### config.mk
export PLATFORM = sky130hd
export DESIGN_NAME = fifo_stream_arbiter
export DESIGN_NICKNAME = d
export VERILOG_FILES = /design/src/rtl/fifo_stream_arbiter_pkg.sv /design/src/rtl/fifo_stream_arbiter_rr.sv /design/src/rtl/fifo_stream_arbiter.sv
export SDC_FILE = /design/constraint.sdc
export NUM_CORES = 1
export LEC_CHECK = 0
export ABC_CLOCK_PERIOD_IN_PS = 43900
export CORE_AREA = 2 2 703 705
export CTS_CLUSTER_DIAMETER = 80
export DETAILED_ROUTE_END_ITERATION = 10
export DIE_AREA = 0 0 705 707
export GPL_TIMING_DRIVEN = 0
export REMOVE_ABC_BUFFERS = 1
export SLEW_MARGIN = 20
export SYNTH_ARGS = -nofsm -noshare
export SYNTH_HDL_FRONTEND = slang
export SYNTH_SLANG_ARGS = --single-unit
### constraint.sdc
create_clock -name clk -period 43.9 [get_ports clk]
set_input_delay 8.78 -clock clk [delete_from_list [all_inputs] [get_ports clk]]
set_output_delay 8.78 -clock clk [all_outputs]
set_load 0.03 [all_outputs]
### src/rtl/fifo_stream_arbiter_pkg.sv
// Shared types and helpers for fifo_stream_arbiter.
// The optional statistics counters are enabled by defining FIFO_ARB_STATS_EN.
package fifo_arb_pkg;

    typedef enum logic {
        RUN   = 1'b0,
        FLUSH = 1'b1
    } arb_state_t;

    localparam int STAT_W  = 32;

    // rr_pick is written for at most MAX_REQ producers.
    localparam int MAX_REQ = 32;
    localparam int IDX_W   = 5;

    typedef struct packed {
        logic             found;
        logic [IDX_W-1:0] idx;
    } rr_pick_t;

    // First set bit of valid[n-1:0], scanning upward from ptr and wrapping at n.
    function automatic rr_pick_t rr_pick(input logic [MAX_REQ-1:0] valid,
                                         input logic [IDX_W-1:0]   ptr,
                                         input int                 n);
        rr_pick_t res;
        int       i;
        res = '0;
        for (int k = 0; k < MAX_REQ; k++) begin
            i = int'(ptr) + k;
            if (i >= n) i = i - n;
            if (k < n && !res.found && valid[IDX_W'(i)]) begin
                res.found = 1'b1;
                res.idx   = IDX_W'(i);
            end
        end
        return res;
    endfunction

endpackage

### src/rtl/fifo_stream_arbiter_rr.sv
// Round-robin arbiter: one-hot grant plus binary index of the winner.
// The search starts at ptr; enable low suppresses any grant.
module rr_arbiter
    import fifo_arb_pkg::*;
#(
    parameter  int NREQ = 4,
    localparam int IDW  = $clog2(NREQ)
) (
    input  logic [NREQ-1:0] valid,
    input  logic [IDW-1:0]  ptr,
    input  logic            enable,
    output logic [NREQ-1:0] grant,
    output logic [IDW-1:0]  idx,
    output logic            found
);

    rr_pick_t pick;

    // Pick the winner and expand it to a one-hot grant.
    always_comb begin
        pick  = rr_pick(MAX_REQ'(valid), IDX_W'(ptr), NREQ);
        found = enable && pick.found;
        idx   = IDW'(pick.idx);
        grant = '0;
        if (found) grant[idx] = 1'b1;
    end

endmodule

### src/rtl/fifo_stream_arbiter.sv
// fifo_stream_arbiter: NREQ valid/ready producers share one external FIFO.
// Write side tags each word with its producer id; read side hides the FIFO's
// registered-dout latency behind a 2-entry skid buffer for full throughput.
// A flush request drains and discards everything between layers.
// Define FIFO_ARB_STATS_EN to add the grant_cnt / stall_cnt counters.
module fifo_stream_arbiter
    import fifo_arb_pkg::*;
#(
    parameter  int WIDTH = 256,
    parameter  int NREQ  = 4,
    localparam int IDW   = $clog2(NREQ),
    localparam int FW    = IDW + WIDTH
) (
    input  logic                  clk,
    input  logic                  reset,
    input  logic [NREQ-1:0]       req_valid,
    input  logic [NREQ*WIDTH-1:0] req_data,
    output logic [NREQ-1:0]       req_ready,
    output logic                  out_valid,
    input  logic                  out_ready,
    output logic [WIDTH-1:0]      out_data,
    output logic [IDW-1:0]        out_src,
    input  logic                  flush,
    output logic                  flush_done,
    output logic                  busy,
    output logic                  fifo_push,
    output logic [FW-1:0]         fifo_din,
    output logic                  fifo_pop,
    input  logic [FW-1:0]         fifo_dout,
    input  logic                  fifo_full,
    input  logic                  fifo_empty
`ifdef FIFO_ARB_STATS_EN
    ,
    output logic [NREQ*STAT_W-1:0] grant_cnt,
    output logic [STAT_W-1:0]      stall_cnt
`endif
);

    arb_state_t      state, state_nx;
    logic [IDW-1:0]  ptr;
    logic            grant_en, grant_found;
    logic [NREQ-1:0] grant;
    logic [IDW-1:0]  grant_idx;

    logic [FW-1:0]   skid [2];
    logic [1:0]      skid_cnt, skid_after;
    logic            inflight, skid_wr, deq, flush_go;
    logic [1:0]      occ, occ_after;

    // ---------------- write side ----------------
    // Only arbitrate while running and the FIFO reports space.
    always_comb grant_en = !reset && state == RUN && !fifo_full;

    rr_arbiter #(.NREQ(NREQ)) u_arb (
        .valid  (req_valid),
        .ptr    (ptr),
        .enable (grant_en),
        .grant  (grant),
        .idx    (grant_idx),
        .found  (grant_found)
    );

    assign req_ready = grant;
    assign fifo_push = grant_found;
    assign fifo_din  = {grant_idx, req_data[int'(grant_idx)*WIDTH +: WIDTH]};

    // Pointer moves past the winner; flush completion restarts it at 0.
    always_ff @(posedge clk) begin
        if (reset || flush_done)
            ptr <= '0;
        else if (grant_found)
            ptr <= (grant_idx == IDW'(NREQ-1)) ? '0 : grant_idx + 1'b1;
    end

    // ---------------- read side ----------------
    assign out_valid = !reset && state == RUN && skid_cnt != 2'd0;
    assign out_data  = skid[0][WIDTH-1:0];
    assign out_src   = skid[0][FW-1 -: IDW];
    assign deq       = out_valid && out_ready;

    // FSM next state, pop decision and status pulses.
    always_comb begin
        state_nx   = state;
        flush_done = 1'b0;
        busy       = 1'b0;
        fifo_pop   = 1'b0;
        flush_go   = 1'b0;
        occ        = skid_cnt + {1'b0, inflight};
        occ_after  = occ - {1'b0, deq};
        case (state)
            RUN: begin
                // Pop only if the word will have a skid slot when it lands.
                fifo_pop = !fifo_empty && (occ_after < 2'd2);
                if (flush) begin
                    state_nx = FLUSH;
                    flush_go = 1'b1;
                end
            end
            FLUSH: begin
                busy     = 1'b1;
                fifo_pop = !fifo_empty;
                if (fifo_empty && !inflight) begin
                    flush_done = 1'b1;
                    state_nx   = RUN;
                end
            end
            default: state_nx = RUN;
        endcase
        if (reset) begin
            fifo_pop   = 1'b0;
            flush_done = 1'b0;
            busy       = 1'b0;
            flush_go   = 1'b0;
        end
    end

    // State register.
    always_ff @(posedge clk) begin
        if (reset) state <= RUN;
        else       state <= state_nx;
    end

    // A pop this cycle means fifo_dout carries a word next cycle.
    always_ff @(posedge clk) begin
        if (reset) inflight <= 1'b0;
        else       inflight <= fifo_pop;
    end

    // Words arriving while flushing are dropped instead of captured.
    always_comb begin
        skid_wr    = inflight && state == RUN && !flush_go;
        skid_after = skid_cnt - {1'b0, deq};
    end

    // Skid buffer: entry 0 is the head; dequeue shifts, arrivals append.
    always_ff @(posedge clk) begin
        if (reset || flush_go || state == FLUSH) begin
            skid_cnt <= 2'd0;
            skid[0]  <= '0;
            skid[1]  <= '0;
        end else begin
            if (deq)     skid[0] <= skid[1];
            if (skid_wr) skid[skid_after[0]] <= fifo_dout;
            skid_cnt <= skid_after + {1'b0, skid_wr};
        end
    end

`ifdef FIFO_ARB_STATS_EN
    logic [NREQ-1:0][STAT_W-1:0] gcnt;
    logic [STAT_W-1:0]           scnt;

    // Per-producer accepted words and full-stall cycles; cleared by flush.
    always_ff @(posedge clk) begin
        if (reset || flush_done) begin
            gcnt <= '0;
            scnt <= '0;
        end else begin
            for (int i = 0; i < NREQ; i++)
                if (grant[i]) gcnt[i] <= gcnt[i] + 1'b1;
            if (|req_valid && fifo_full) scnt <= scnt + 1'b1;
        end
    end

    assign grant_cnt = gcnt;
    assign stall_cnt = scnt;
`endif

endmodule

==> results of run 1 <==
-- per-stage QoR --
step	hold slack, ps	cells	area (um^2)	utilization (%)	power [mW]
floorplan	512	2411	29100	-	1.05
global placement	516	10727	55400	11.3	1.94
detailed placement	518	10969	59500	12.1	1.92
CTS	513	11076	61500	12.5	2.49
global route	524	11261	62000	12.6	2.53
finish	515	11346	62200	12.6	2.43
-- power by group --
| part | total [mW] | internal (mW) | switching (mW) |
|---|---|---|---|
| clock network | 0.548 | 0.296 | 0.252 |
| registers | 0.584 | 0.574 | 0.0104 |
| logic | 1.30 | 0.421 | 0.880 |
-- Yosys cell counts, types with 5 or more instances --
master,instances
clkbuf_1,318
and2_1,261
a311oi_1,256
a22oi_1,256
buf_1,18
inv_1,10
o21ai_0,515
nor3_1,7
nor2_1,6
dfxtp_1,6
a22o_1,258
ha_1,8
edfxtp_1,516
mux2i_1,5
and3_1,5
a32oi_1,257
nand2_1,7
buf_6,25
buf_2,70
-- metal layers --
layer | track usage [%] | part of all wire, %
met2 | 30.8 | 48
met4 | 8.86 | 5.3
met3 | 7.87 | 11
met1 | 19.4 | 35
met5 | 0 | 0.21
-- kinds of logic (layout without fill, tap and decap cells) --
family	after synthesis	count (layout)	share of synthesized area (%)
and+or+nand+nor	300	300	5.99
DFF	522	522	50.3
xor gates and xnor gates	4	4	0.113
AOI/OAI and AO/OA	1559	1559	36.7
other	0	270	0
muxes	8	8	0.270
buffers and inverters	442	2175	6.25
adders and majority gates	8	8	0.323
-- final cells by class --
type                    instances  area, um^2
clock inverters                42         569
diodes                        270         676
inverters                      10        37.5
clock buffers                  65        1480
repair buffers               2058       22100
fillers                     55952      429000
flip-flops and latches        522       15600
well taps                    6500        8130
multi-input cells            1879       13600
-- sequential cells by signal, indices dropped and copies added, names as in the netlist --
| register | flops |
|---|---|
| inflight | 1 |
| ptr | 2 |
| skid | 516 |
| skid_cnt | 2 |
| state | 1 |
-- cell usage in the layout (no fill, tap or decap), drive strengths merged, types with 3 or more instances in the layout --
| cell | n |
|---|---|
| clkinv | 21 |
| a22o | 258 |
| o211ai | 3 |
| a22oi | 257 |
| diode | 270 |
| a32oi | 257 |
| clkdlybuf4s50 | 1798 |
| clkbuf | 66 |
| a311oi | 256 |
| and3 | 5 |
| dfxtp | 6 |
| or3 | 3 |
| a21oi | 3 |
| nor3 | 7 |
| bufinv | 8 |
| nor2b | 3 |
| mux2 | 3 |
| nand2 | 7 |
| clkinvlp | 6 |
| and2 | 261 |
| o21ai | 515 |
| edfxtp | 516 |
| xnor2 | 3 |
| inv | 17 |
| nor2 | 6 |
| or2 | 3 |
| buf | 259 |
| mux2i | 5 |
| ha | 8 |
-- worst paths after layout --
kind	from	to	slack [ps]	depth (start not counted)
max	req_valid[0]	fifo_din[84]	20830	19
min	skid[1][64]	skid[0][64]	520	1
max reg2reg	state	skid[0][250]	39340	18
min reg2reg	skid[1][64]	skid[0][64]	520	1
==> impl_results.md, run 1 <==
* Outcome: complete, no violations
* Fraction of layout cells with a size suffix above 1 at 8.30%
* CP delay by family, top: buffers and inverters
* Clock slew at reported path FFs at 70 ps
* First-pass GRT wire length at 559 mm
* Initial antenna violation count at 465
* Clock skew at 88.1 ps
* Synth area leaders: edfxtp_1 (50%), o21ai_0 (8.3%), a22o_1 (7.3%)
* Setup TNS at 0 ps
* Post-synth top area share at 50.0%
* Relative slew slack at 12.2%
* Cell Chain, Critical Path: clkdlybuf4s50_1 -> mux2i_1 -> nor3_1 -> nor4_4 -> buf_6 -> buf_8 -> buf_8 -> buf_6 -> buf_6 -> buf_6 -> buf_4 -> buf_4 -> buf_4 -> buf_4 -> buf_6 -> buf_4 -> o21ai_0 -> a22oi_1 -> clkdlybuf4s50_1
* Final worst slack at 20,830 ps
* P&R area growth vs syn at 100%
* Unique cell type count in the Yosys netlist at 44
* GP Congestion at 1.15
* CTS Buf Count at 58
* Worst skew pair latency at 720 ps
* Leakage at 19.5 nW
* Largest net degree at the start of global routing at 70
* Hold WC Path Type: flip-flop to flip-flop
* MaxCap Viol Count at 0
* # DRC at 0
* CP endpoint kind: primary output
* Total clock sinks at 522
* Via count at 38.9k
* Detailed Route WL at 476 mm
* Die span in y at 707 um
* Slowest Stage Delay on Critical Path at 980 ps
* Crit path DAT at 14,290 ps
* Vias in the first global route at 35.8k
* Final Max Slew Viols at 0
* Critical path's slowest cell: clkdlybuf4s50_1
* Avg Inst Size Synth at 10.9 um^2
* Seq/Total Area, Yosys at 50.3%
* Yosys Warn Count at 0
* # resized after CTS at 0
* GRT Total Usage at 18.2%
* Std-Cell Rows at 258
* Global route total overflow at 0
* Worst slew pin tran at 1300 ps
* Initial DRC count at 4,032
* Maximum clock rate at 0.0433 GHz
* Die ar. at 498,000 um^2
* CTS root buffer: clkbuf_16
* Routed WL per cell at 41.9 um
* Pre-antenna DRT Iters at 5
* Fin crit share at 52.6%
* Detail Route Antenna Nets at 0
* RSZ-0062 raised after global routing: no
* Post-cts hold buffer count at 0
* Yosys reg bits at 522
* DIE WIDTH at 705 um
* CP required at 35,120 ps
* Final hold vios at 0
* H-tree levels at 2
* Netlist Area Pre-Place at 31,000 um^2
* DP HPWL at 422 mm
* Postcts setup bufs at 0
* Peak VDD IR at 0.0377 mV
* Synth area leader: edfxtp_1
* Final setup fails at 0
* Max Buffers Root-to-Sink at 3
* Cell count after synthesis at 2,843
* CTS tree: done
* Ys flop type: edfxtp_1
* Input/output buffers at 1,816
* Ys async rst share at 0%
* I/O pins at 1,817
* Worst path bufs/invs at 14
* EDFF count, synth at 516
* Post-layout min period at 23,070 ps
* WS Path Type: input port to primary output
* DP Worst Slack at 20,860 ps
* Initial core utilization at 6.31%
* DR vias/cell at 3.43
* Pwr/cell area at 39.1 nW/um^2
* Crit Path Max Fanout at 14
* Final net count at 5,829
* Startpoint type of the worst setup path: input port
* Core box area at 492,000 um^2
Note: power is estimated with default switching activity, not from simulation.
==> run 2, diff against run 1 <==
Settings changed: ABC_CLOCK_PERIOD_IN_PS 43900 to 21300, CORE_AREA 2 2 703 705 to 2 2 709 711, DIE_AREA 0 0 705 707 to 0 0 711 713.
Clock period 43.9 ns to 21.3 ns, I/O delays scaled along.
==> impl_results.md, run 2 (synthesis gave the netlist of run 1 again) <==
* Worst skew pair latency at 700 ps (was 720 ps)
* Total clock sinks at 522 (unchanged)
* WS Path Type: input port to primary output (unchanged)
* Max Buffers Root-to-Sink at 3 (unchanged)
* Peak VDD IR at 0.0720 mV (was 0.0377 mV)
* CTS Buf Count at 58 (unchanged)
* Crit Path Max Fanout at 14 (unchanged)
* Most common cell after layout, fill and taps aside: clkdlybuf4s50_1 (unchanged)
* Final worst slack at 7230 ps (was 20,830 ps)
* Fin crit share at 66.1%
* Detailed Route WL at 481 mm (was 476 mm)
* Postcts setup bufs at 0 (unchanged)
* Cells on worst reg2reg path at 17 (was 18)
* Vias in the first global route at 36.3k (was 35.8k)
* Post-layout min period at 14,070 ps
* Commonest non-fill, non-tap cells in the layout: clkdlybuf4s50_1 (1,799), edfxtp_1 (516), o21ai_0 (507) (was clkdlybuf4s50_1 (1,798), edfxtp_1 (516), o21ai_0 (510))
* Slowest Stage Delay on Critical Path at 1150 ps (was 980 ps)
* Routed WL per cell at 41.7 um (was 41.9 um)
* Largest net degree at the start of global routing at 65 (was 70)
* CP Depth at 16 (was 19)
* Worst reg2reg path startpoint: state (unchanged)
* Critical path's slowest cell: clkdlybuf4s50_1 (unchanged)
* MaxCap Viol Count at 0 (unchanged)
* DIE WIDTH at 711 um (was 705 um)
* First-pass GRT wire length at 566 mm (was 559 mm)
* Core box area at 500,000 um^2 (was 492,000 um^2)
* Outcome: complete, no violations (unchanged)
* Initial core utilization at 6.21% (was 6.31%)
* Met2 GRT Util at 30.4% (was 30.8%)
* Worst slew pin tran at 1310 ps (was 1300 ps)
* Final Max Slew Viols at 0 (unchanged)
* Initial DRC count at 4,005 (was 4,032)
* Detail Route Antenna Nets at 0 (unchanged)
* Max FFs per register at 516 (unchanged)
* CTS tree: done (unchanged)
* P&R area growth vs syn at 102% (was 100%)
* GR peak layer: met2 (unchanged)
* DR vias/cell at 3.38 (was 3.43)
* Initial antenna violation count at 499 (was 465)
* Final hold vios at 0 (unchanged)
* Pwr/cell area at 79.3 nW/um^2 (was 39.1 nW/um^2)
* Clock slew at reported path FFs at 70 ps (about the same)
* Worst path bufs/invs at 11 (was 14)
* Die span in y at 713 um (was 707 um)
* Critical Path Most Common Cell: buf_6
* Worst setup path start: req_valid[3] (was req_valid[0])
* DP Worst Slack at 7210 ps (was 20,860 ps)
* Die ar. at 507,000 um^2 (was 498,000 um^2)
* Leakage at 19.6 nW (was 19.5 nW)
* Setup TNS at 0 ps (unchanged)
* H-tree levels at 2 (unchanged)
* Final net count at 5,844 (was 5,829)
* Crit path DAT at 9810 ps (was 14,290 ps)
* GP Congestion at 1.20 (was 1.15)
* # DRC at 0 (unchanged)
* Input/output buffers at 1,816 (unchanged)
* Fraction of layout cells with a size suffix above 1 at 8.73% (was 8.30%)
* Post-cts hold buffer count at 0 (unchanged)
* DP HPWL at 426 mm (was 422 mm)
* CP required at 17,040 ps (was 35,120 ps)
* Startpoint type of the worst setup path: input port (unchanged)
* CP delay by family, top: buffers and inverters (unchanged)
* GR Layer Usage met1 at 19.6% (was 19.4%)
* Maximum clock rate at 0.0711 GHz
* Cell Chain, Critical Path: clkdlybuf4s50_1 -> nor3b_2 -> nor2_1 -> nor4_4 -> buf_6 -> buf_6 -> buf_4 -> buf_4 -> buf_6 -> buf_4 -> buf_6 -> buf_6 -> buf_4 -> o21ai_0 -> a22oi_1 -> clkdlybuf4s50_1 (was clkdlybuf4s50_1 -> mux2i_1 -> nor3_1 -> nor4_4 -> buf_6 -> buf_8 -> buf_8 -> buf_6 -> buf_6 -> buf_6 -> buf_4 -> buf_4 -> buf_4 -> buf_4 -> buf_6 -> buf_4 -> o21ai_0 -> a22oi_1 -> clkdlybuf4s50_1)
* Final setup fails at 0 (unchanged)
* Most flops, register: skid (unchanged)
* Clock skew at 38.5 ps (was 88.1 ps)
* GRT Total Usage at 18.1% (was 18.2%)
* RSZ-0062 raised after global routing: no (unchanged)
* Met3 Use GR at 7.72% (was 7.87%)
* CTS root buffer: clkbuf_16 (unchanged)
* Relative slew slack at 12.3% (was 12.2%)
* Std-Cell Rows at 260 (was 258)
* # resized after CTS at 0 (unchanged)
* Hold Crit Depth at 1 (unchanged)
* Biggest regs: skid (516), ptr (2), skid_cnt (2) (unchanged)
* I/O pins at 1,817 (unchanged)
* CP endpoint kind: primary output (unchanged)
* Pre-antenna DRT Iters at 5 (unchanged)
* Via count at 39.1k (was 38.9k)
* Global route total overflow at 0 (unchanged)
* Hold Startpoint: skid[1][57] (was skid[1][64])
* Hold WC Path Type: flip-flop to flip-flop (unchanged)
-- run 2: changes by cell type in the layout (fill, tap and decap cells not counted), sizes merged --
cell / change
clkinvlp: -1
bufinv: -3
buf: +15
clkbuf: +6
clkdlybuf4s50: +1
inv: +1
diode: +13
clkinv: -2
-- run 2: cell type report --
class / instances / area (um^2)
diodes: 283 / 708
clock buffers: 72 / 1560
clock inverters: 37 / 380
fillers: 57117 / 437000
inverters: 10 / 37.5
multi-input cells: 1879 / 13700
flip-flops and latches: 522 / 15600
well taps: 6681 / 8360
repair buffers: 2073 / 22200
-- run 2: final timing paths --
kind         slack (ps)           end
min reg2reg         530   skid[0][57]
max                7230  fifo_din[20]
max reg2reg       16810  skid[0][136]
min                 530   skid[0][57]
-- run 2: where the power goes --
group          switching [mW]  internal (mW)
clock                   0.495          0.585
sequential             0.0238           1.18
combinational            1.79          0.880
-- run 2: per-layer routing --
layer | routed length (um) | vias to the layer above
li1 | - | 15632
met5 | 1010 | -
met1 | 172000 | 19879
met2 | 229000 | 2534
met3 | 51400 | 865
met4 | 27700 | 150
-- run 2: metrics by stage --
step                      cell area, um^2  power (mW)  hold slack [ps]  utilization, %  std cells
after CTS                           61800        5.07              525            12.4      11274
after floorplan                     29100        2.17              512               -       2411
after detailed placement            59900        3.94              518            12.0      11165
final                               62500        4.96              526            12.5      11557
after global placement              55700        3.97              517            11.1      10908
after global routing                62300        5.15              544            12.5      11474
-- run 2: worst reg2reg max path, delay by kind of cell, from the launching register on --
family	cells	cell delay, ps
compound gates	1	140
flops	1	390
simple gates	4	1400
fa+ha+maj	1	280
buf+inv	11	2140
